[src/rtl/bist_pkg.sv]
// Shared definitions for the BIST sequencer, LFSR and MISR blocks:
// the FSM state encoding and a counter-width helper.
package bist_pkg;

  localparam int BIST_STATE_W = 3;

  typedef enum logic [BIST_STATE_W-1:0] {
    ST_IDLE    = 3'd0,
    ST_ARMED   = 3'd1,
    ST_INIT    = 3'd2,
    ST_RUN     = 3'd3,
    ST_CHECK   = 3'd4,
    ST_DONE_HI = 3'd5,
    ST_DONE_LO = 3'd6
  } bist_state_e;

  // Bits needed to hold the values 0..n; never narrower than one bit.
  function automatic int cnt_width(input int n);
    return (n < 1) ? 1 : $clog2(n + 1);
  endfunction

endpackage

[src/rtl/bist_round_counter.sv]
// Nested shift/round counter: cnt_n walks 0..N_SHIFT (N_SHIFT is the capture
// cycle), then cnt_m advances. Clear has priority over enable.
module bist_round_counter
  import bist_pkg::*;
#(
  parameter int N_SHIFT  = 9,
  parameter int M_ROUNDS = 40
) (
  input  logic                            clk_i,
  input  logic                            rst_n_i,
  input  logic                            clear_i,
  input  logic                            en_i,
  output logic [cnt_width(N_SHIFT)-1:0]   cnt_n_o,
  output logic [cnt_width(M_ROUNDS)-1:0]  cnt_m_o,
  output logic                            last_shift_o,
  output logic                            capture_o,
  output logic                            last_round_o
);

  localparam int NW = cnt_width(N_SHIFT);
  localparam int MW = cnt_width(M_ROUNDS);

  logic [NW-1:0] cnt_n_q, cnt_n_d;
  logic [MW-1:0] cnt_m_q, cnt_m_d;

  assign last_shift_o = (cnt_n_q == NW'(N_SHIFT - 1));
  assign capture_o    = (cnt_n_q == NW'(N_SHIFT));
  assign last_round_o = (cnt_m_q == MW'(M_ROUNDS - 1));
  assign cnt_n_o      = cnt_n_q;
  assign cnt_m_o      = cnt_m_q;

  always_comb begin
    cnt_n_d = cnt_n_q;
    cnt_m_d = cnt_m_q;
    if (clear_i) begin
      cnt_n_d = '0;
      cnt_m_d = '0;
    end else if (en_i) begin
      // cnt_m reaches M_ROUNDS after the last capture; the width holds it
      if (capture_o) begin
        cnt_n_d = '0;
        cnt_m_d = cnt_m_q + MW'(1);
      end else begin
        cnt_n_d = cnt_n_q + NW'(1);
      end
    end
  end

  always_ff @(posedge clk_i) begin
    if (!rst_n_i) begin
      cnt_n_q <= '0;
      cnt_m_q <= '0;
    end else begin
      cnt_n_q <= cnt_n_d;
      cnt_m_q <= cnt_m_d;
    end
  end

endmodule

[src/rtl/bist_control_multi.sv]
// BIST sequencer: M rounds of N shift cycles plus a capture cycle per session,
// optional repeat sessions, abort, and golden-signature PASS/FAIL reporting.
//
// state   | meaning
// IDLE    | after reset/abort; waits for START low
// ARMED   | START seen low; waits for START high
// INIT    | one-cycle LFSR/MISR load pulse, counters cleared
// RUN     | shift cycles (OUT=1) and capture cycle (OUT=0)
// CHECK   | sample signature, next session or finish
// DONE_HI | results valid; waits for START low
// DONE_LO | results valid; START high begins a new run
module bist_control_multi
  import bist_pkg::*;
#(
  parameter int               N_SHIFT    = 9,
  parameter int               M_ROUNDS   = 40,
  parameter int               SEED_ROUND = 4,
  parameter int               SESSIONS   = 1,
  parameter int               SIG_W      = 16,
  parameter logic [SIG_W-1:0] GOLDEN     = '0
) (
  input  logic                            clk_i,
  input  logic                            reset_n_i,
  input  logic                            start_i,
  input  logic                            abort_i,
  input  logic [SIG_W-1:0]                sig_in_i,
  output logic                            init_o,
  output logic                            running_o,
  output logic                            out_o,
  output logic                            seed_o,
  output logic                            finish_o,
  output logic                            bist_end_o,
  output logic                            pass_o,
  output logic                            fail_o,
  output logic [cnt_width(M_ROUNDS)-1:0]  round_o
);

  localparam int NW     = cnt_width(N_SHIFT);
  localparam int MW     = cnt_width(M_ROUNDS);
  localparam int SESS_W = cnt_width(SESSIONS);

  localparam bit              SEED_EN    = (SEED_ROUND < M_ROUNDS);
  localparam logic [MW-1:0]   SEED_START = SEED_EN ? MW'(SEED_ROUND) : '0;
  localparam logic [SESS_W-1:0] LAST_SESS = SESS_W'(SESSIONS - 1);

  bist_state_e       state_q, state_d;
  logic [SESS_W-1:0] sess_q, sess_d;
  logic              pass_q, pass_d;
  logic              fail_q, fail_d;
  logic              finish_q, finish_d;
  logic              fail_nx;

  logic              cnt_clear, cnt_en;
  logic [NW-1:0]     cnt_n;
  logic [MW-1:0]     cnt_m;
  logic              capture, last_round;
  logic              unused_last_shift;

  bist_round_counter #(
    .N_SHIFT  (N_SHIFT),
    .M_ROUNDS (M_ROUNDS)
  ) u_cnt (
    .clk_i        (clk_i),
    .rst_n_i      (reset_n_i),
    .clear_i      (cnt_clear),
    .en_i         (cnt_en),
    .cnt_n_o      (cnt_n),
    .cnt_m_o      (cnt_m),
    .last_shift_o (unused_last_shift),
    .capture_o    (capture),
    .last_round_o (last_round)
  );

  always_comb begin
    state_d   = state_q;
    sess_d    = sess_q;
    pass_d    = pass_q;
    fail_d    = fail_q;
    finish_d  = 1'b0;
    cnt_clear = 1'b0;
    cnt_en    = 1'b0;
    fail_nx   = fail_q | (sig_in_i != GOLDEN);

    case (state_q)
      ST_IDLE: begin
        if (!start_i) state_d = ST_ARMED;
      end
      ST_ARMED, ST_DONE_LO: begin
        // a fresh run clears the previous run's verdict
        if (start_i) begin
          state_d = ST_INIT;
          sess_d  = '0;
          pass_d  = 1'b0;
          fail_d  = 1'b0;
        end
      end
      ST_INIT: begin
        cnt_clear = 1'b1;
        state_d   = ST_RUN;
      end
      ST_RUN: begin
        cnt_en = 1'b1;
        if (capture && last_round) state_d = ST_CHECK;
      end
      ST_CHECK: begin
        fail_d = fail_nx;
        if (sess_q < LAST_SESS) begin
          sess_d  = sess_q + SESS_W'(1);
          state_d = ST_INIT;
        end else begin
          state_d  = ST_DONE_HI;
          finish_d = 1'b1;
          pass_d   = ~fail_nx;
        end
      end
      ST_DONE_HI: begin
        if (!start_i) state_d = ST_DONE_LO;
      end
      default: begin
        state_d = ST_IDLE;
        sess_d  = '0;
        pass_d  = 1'b0;
        fail_d  = 1'b0;
      end
    endcase

    if (abort_i && (state_q == ST_INIT || state_q == ST_RUN || state_q == ST_CHECK)) begin
      state_d   = ST_IDLE;
      pass_d    = 1'b0;
      fail_d    = 1'b1;
      finish_d  = 1'b0;
      cnt_clear = 1'b0;
      cnt_en    = 1'b0;
    end
  end

  always_ff @(posedge clk_i) begin
    if (!reset_n_i) begin
      state_q  <= ST_IDLE;
      sess_q   <= '0;
      pass_q   <= 1'b0;
      fail_q   <= 1'b0;
      finish_q <= 1'b0;
    end else begin
      state_q  <= state_d;
      sess_q   <= sess_d;
      pass_q   <= pass_d;
      fail_q   <= fail_d;
      finish_q <= finish_d;
    end
  end

  assign init_o     = (state_q == ST_INIT);
  assign running_o  = (state_q == ST_RUN);
  assign out_o      = running_o && !capture;
  assign seed_o     = out_o && SEED_EN && (cnt_m >= SEED_START);
  assign finish_o   = finish_q;
  assign bist_end_o = (state_q == ST_DONE_HI) || (state_q == ST_DONE_LO);
  assign pass_o     = pass_q;
  assign fail_o     = fail_q;
  assign round_o    = running_o ? cnt_m : '0;

endmodule
[config.mk]
export PLATFORM = sky130hd
export DESIGN_NAME = bist_control_multi
export DESIGN_NICKNAME = d
export VERILOG_FILES = /design/src/rtl/bist_pkg.sv /design/src/rtl/bist_round_counter.sv /design/src/rtl/bist_control_multi.sv
export SDC_FILE = /design/constraint.sdc
export NUM_CORES = 1
export LEC_CHECK = 0
export BUFFER_PORTS_ARGS = -buffer_cell sky130_fd_sc_hd__buf_2
export CORE_UTILIZATION = 53
export DETAILED_ROUTE_END_ITERATION = 10
export PLACE_DENSITY = 0.94
export REMOVE_ABC_BUFFERS = 1
export SLEW_MARGIN = 20
export SYNTH_ARGS = -nofsm -noshare
export SYNTH_HDL_FRONTEND = slang
export SYNTH_SLANG_ARGS = --single-unit
[constraint.sdc]
create_clock -name clk_i -period 2.4 [get_ports clk_i]
set_input_delay 0.48 -clock clk_i [delete_from_list [all_inputs] [get_ports clk_i]]
set_output_delay 0.48 -clock clk_i [all_outputs]
set_load 0.03 [all_outputs]
## Word-level counts from Yosys, hierarchy flattened

Index checks and enable logic that the tools add are counted.
Widths: inputs -> output; s select.

| word-level totals | value |
|---|---|
| input port bits | 20 |
| logic and storage cells | 73 |
| bits in registers | 17 |
| output and inout port bits | 14 |

| operators by class | value |
|---|---|
| bitwise gates (word level) | 5 |
| add/subtract/negate cells | 3 |
| eq/ne operators | 16 |
| muxes and demuxes | 20 |
| reductions and logical operators | 20 |
| $lt $le $gt $ge | 2 |

Operators by type and width:

| operator | count |
|---|---|
| $pmux 3 s6 | 1 |
| $reduce_bool 16->1 | 1 |
| $mux 3 | 5 |
| $ne 2x2->1 const B | 5 |
| $eq 3x3->1 const B | 3 |
| $mux 1 | 9 |
| $pmux 1 s3 | 3 |
| $add 6x1->6 const B | 1 |
| $eq 3x2->1 const B | 2 |
| $eq 6x6->1 const B | 1 |
| $ge 6x3->1 const B | 1 |
| $mux 6 | 1 |
| $reduce_and 3->1 | 2 |
| $reduce_or 2->1 | 3 |
| $add 4x1->4 const B | 1 |
| $eq 4x4->1 const B | 1 |
| $logic_and 1x1->1 | 4 |
| $mux 4 | 1 |
| $ne 2x1->1 const B | 2 |
| $not 1->1 | 4 |
| $reduce_and 2->1 | 2 |
| $reduce_and 4->1 | 1 |
| $reduce_or 4->1 | 1 |
| $eq 3x1->1 const B | 1 |
| other kinds (8) | 10 |

## Longest topological paths before layout

| depth | value |
|---|---|
| depth after elaboration | 6 |
| gate-level depth with buffers | 9 |
| mapped depth without buffers | 7 |

## Hierarchy

Synthesis repeated with hierarchy kept, for this count alone.

| second synthesis, totals | value |
|---|---|
| cells, all modules | 132 |
| area total of the unflattened synthesis | 1064.8 um^2 |

Modules (own cells, without submodules):

| module | times used | sequential area each (um^2) | cells each | area each (um^2) |
|---|---|---|---|---|
| bist_control_multi | 1 | 120.1 | 72 | 555.5 |
| bist_round_counter | 1 | 200.2 | 60 | 509.2 |

## Worst setup path after synthesis

No wires, ideal clock.

| path | value |
|---|---|
| path kind | register to output |
| start point | register state_q[2] |
| end point | output port seed_o |
| buffers on the path | 1 |
| data arrival time | 1.413 ns |
| cell stages (with the launch flop) | 5 |
| data required time | 1.920 ns |
| slack | 0.507 ns |
| path through | dfxtp_1 > and3b_1 > buf_2 > and2b_4 > o41a_1 |

| on the way | value |
|---|---|
| cells in the longest elaborated chain, start to end | 3 |

RTL lines:

| item | RTL line | RTL |
|---|---|---|
| start, declared | bist_control_multi.sv:46 | `bist_state_e state_q, state_d;` |
| start signal, assigned | bist_control_multi.sv:145 | `state_q <= state_d;` |
| $eq 3x2->1 | bist_control_multi.sv:154 | `assign running_o = (state_q == ST_RUN);` |
| net running_o | bist_control_multi.sv:28 | `output logic running_o,` |
| $logic_and 1x1->1 | bist_control_multi.sv:155 | `assign out_o = running_o && !capture;` |
| net out_o | bist_control_multi.sv:29 | `output logic out_o,` |
| $logic_and 1x1->1 | bist_control_multi.sv:156 | `assign seed_o = out_o && SEED_EN && (cnt_m >= SEED_START);` |
| end, declared | bist_control_multi.sv:30 | `output logic seed_o,` |

The timed path passes the listed nets, and every way through them passes these cells.

## Worst setup path after layout

| path | value |
|---|---|
| start point | register state_q[2] |
| end point | output port seed_o |

| on the way | value |
|---|---|
| cells in the longest elaborated chain, start to end | 3 |

RTL lines:

| item | RTL line |
|---|---|
| $eq 3x2->1 | bist_control_multi.sv:154 |
| $logic_and 1x1->1 | bist_control_multi.sv:155 |
| $logic_and 1x1->1 | bist_control_multi.sv:156 |

No other way between the ends.

==> flow_summary.ini <==
[yosys]
synth.cell_area_mm2 = 0.00104
synth-simple-area-share_pct = 32.7
yosysSeqAreaShare_pct = 30.9
synth_cells = 132
synth_fa_ha_area_share_pct = 4.83
ys_seq_elements = 16
synth_cell_types = 40
synth_top_family_by_area = simple AND/OR/NAND/NOR gates
yosys_warnings = 0
ys.flop_type = dfxtp_1
synth-async-reset-ratio_pct = 0
synth-compound-area-share_pct = 17.4
synthMuxAreaShare_pct = 0.966
synth_area_per_cell_um2 = 7.85
synth-edff-count = 0
synth_xor_area_share_pct = 6.76

[drt]
drc_errors = 0
drt_iter0_markers = 20
vias_per_cell = 5.58
routed_wl_mm = 2.45
routedWlPerCell_um = 13.0
drt.antenna.violating_nets = 0
drtPass1Iterations = 4
vias = 1049

[grt]
grt_pass1_vias = 958
grt.overflow.total = 0
grt_pass1_wl_mm = 3.96
grt_usage_pct = 25.4
antenna_found_initial = 0
grt_max_degree = 15

[sta]
rsz0062_at_grt = no
setup_viol = 0
finalSetupTns_ps = 0
fin_skew_ps = 7.55
slew_headroom_pct = 64.3
fin_crit_ps = 2250
finalCritPeriodShare_pct = 93.8
worst_pin_slew_ps = 534
drv_slew = 0
finalHoldViolCount = 0
clock.fmax_ghz = 0.444

[clock_network]
path_clk_slew_ps = 100
cts_root_buf = clkbuf_4
cts_hold_buf = 0
cts_tree = built
h-tree-depth = 1
cts_setup_buffers = 0
clkLatencyLatePin_ps = 290
cts.path.max_buffers = 2
numCtsBuffers = 3
cts_repair_resize_count = 0
clkSinkCount = 16

[critical_path]
max_stage_delay_ps = 670
crit_path_end_kind = output pin
reg2reg_slack_ps = 380
arrival_ps = 1770
rr_startpoint = state_q[2]
critPathRequiredTime_ps = 1920
worstSetupPathType = flip-flop to output pin
critPathLaunch = state_q[2]
critPathMaxFanout = 14
path_cells = and3b_2 -> and2b_4 -> o41a_1 -> buf_2
start_kind = flip-flop
cpMaxStageDelayCell = dfxtp_1

[cells_and_area]
layout_common_cells = 33 x buf_2, 16 x nor2_1, 16 x dfxtp_1, 10 x nand2_1, 7 x inv_1
fillers = 152
mostFrequentLayoutCell = buf_2
fin_nets = 188
diodes = 0
fin_cells = 188
final_cell_area_mm2 = 0.00123
drive_gt1_share_pct = 25.2
areaGrowthSynthToFinish_pct = 19.1

[floorplanning]
num_rows = 15
die_w_um = 46.2
die_area_mm2 = 0.00214
ioPinCount = 34
initial_core_util_pct = 58.1
die_y_um = 46.2
core_area_mm2 = 0.00178

[power]
p_int_uw = 390
netSwitchingPower_uw = 137
comb_power_share_pct = 12.4
pwr-share-seq_pct = 52.7
power_frac_clock_pct = 34.8
p_leak_nw = 0.524
power_density_mw_per_mm2 = 427
ir_worst_vdd_mv = 0.287
swShare_pct = 26.0

[place]
io_buffer_count = 33
place_congestion = 0.860
dpl.hpwl_mm = 1.88
placed_area_mm2 = 0.00120
placed_cells = 184

[job]
cap_violations = 0

[min_path]
min_path_type = input pin to flip-flop
hold_start = reset_n_i

[status]
outcome = finished clean
cell families (layout without fill, tap and decap cells):
logic type                 count (synthesis)  after routing
DFF                                       16             16
xor gates and xnor gates                   8              8
adders and majority gates                  4              4
and+or+nand+nor                           63             63
muxes                                      1              1
buffers and inverters                     14             45
AOI/OAI and AO/OA                         26             26
metal layers:
metal | share of wire (%) | vias to the layer above | routed length, um | track usage [%]
li1 | - | 527 | - | -
met1 | 42 | 474 | 1030 | 29.7
met2 | 51 | 40 | 1250 | 43.9
met3 | 4.8 | 8 | 117 | 5.49
met4 | 2.3 | 0 | 57 | 11.2
met5 | 0 | - | 0 | 0
critical path: cells and delay by family (launching register included):
kind / cells / cell delay, ps
AOI/OAI and AO/OA: 1 / 90
buffers and inverters: 1 / 180
DFF: 1 / 670
and+or+nand+nor: 2 / 540
worst paths after layout:
kind,cells after the start,end
max,4,seed_o
min reg2reg,2,fail_o
min,3,fail_o
max reg2reg,7,u_cnt.cnt_m_o[5]
power groups by stage:
stage | logic [mW] | clock network, mW | registers [mW]
6_report | 0.0655 | 0.183 | 0.278
5_1_grt | 0.0705 | 0.198 | 0.279
4_1_cts | 0.0648 | 0.184 | 0.277
3_5_place_dp | 0.0645 | 0 | 0.283
3_3_place_gp | 0.0619 | 0 | 0.283
2_1_floorplan | 0.0350 | 0 | 0.283
state kept, by name, summed over array words and instances (netlist names):
signal	count
state_q	3
u_cnt.cnt_m_o	6
pass_o	1
fail_o	1
finish_o	1
u_cnt.cnt_n_o	4
metrics by stage:
step,power (mW),worst slack (ps),hold WS [ps],utilization (%)
finish,0.526,149,432,69.2
floorplan,0.318,259,506,-
CTS,0.526,91.7,430,69.1
global route,0.548,62.0,422,69.2
global placement,0.345,514,479,67.1
detailed placement,0.348,417,480,67.1
cells in the mapped netlist, types with 4 or more instances:
library cell / count / share of area, %
o21ai_0: 4 / 1.9
nand2_1: 10 / 3.6
nor4_1: 5 / 3.0
nor2_1: 16 / 5.8
xor2_1: 5 / 4.2
dfxtp_1: 16 / 31
a21oi_1: 6 / 2.9
inv_1: 7 / 2.5
nand3_1: 4 / 1.9
and2_1: 6 / 3.6
nand2b_1: 5 / 3.0
ha_1: 4 / 4.8
cell type report:
cell class                      count  area [um2]  share of cell area (%)
Clock buffer                        4        36.3                    2.94
Tap cell                           25        31.3                    2.54
Sequential cell                    16         320                    26.0
Inverter                            8        30.0                    2.43
Timing Repair Buffer               33         165                    13.4
Multi-Input combinational cell    102         651                    52.7
No activity file was read; power rests on OpenSTA's default activity.
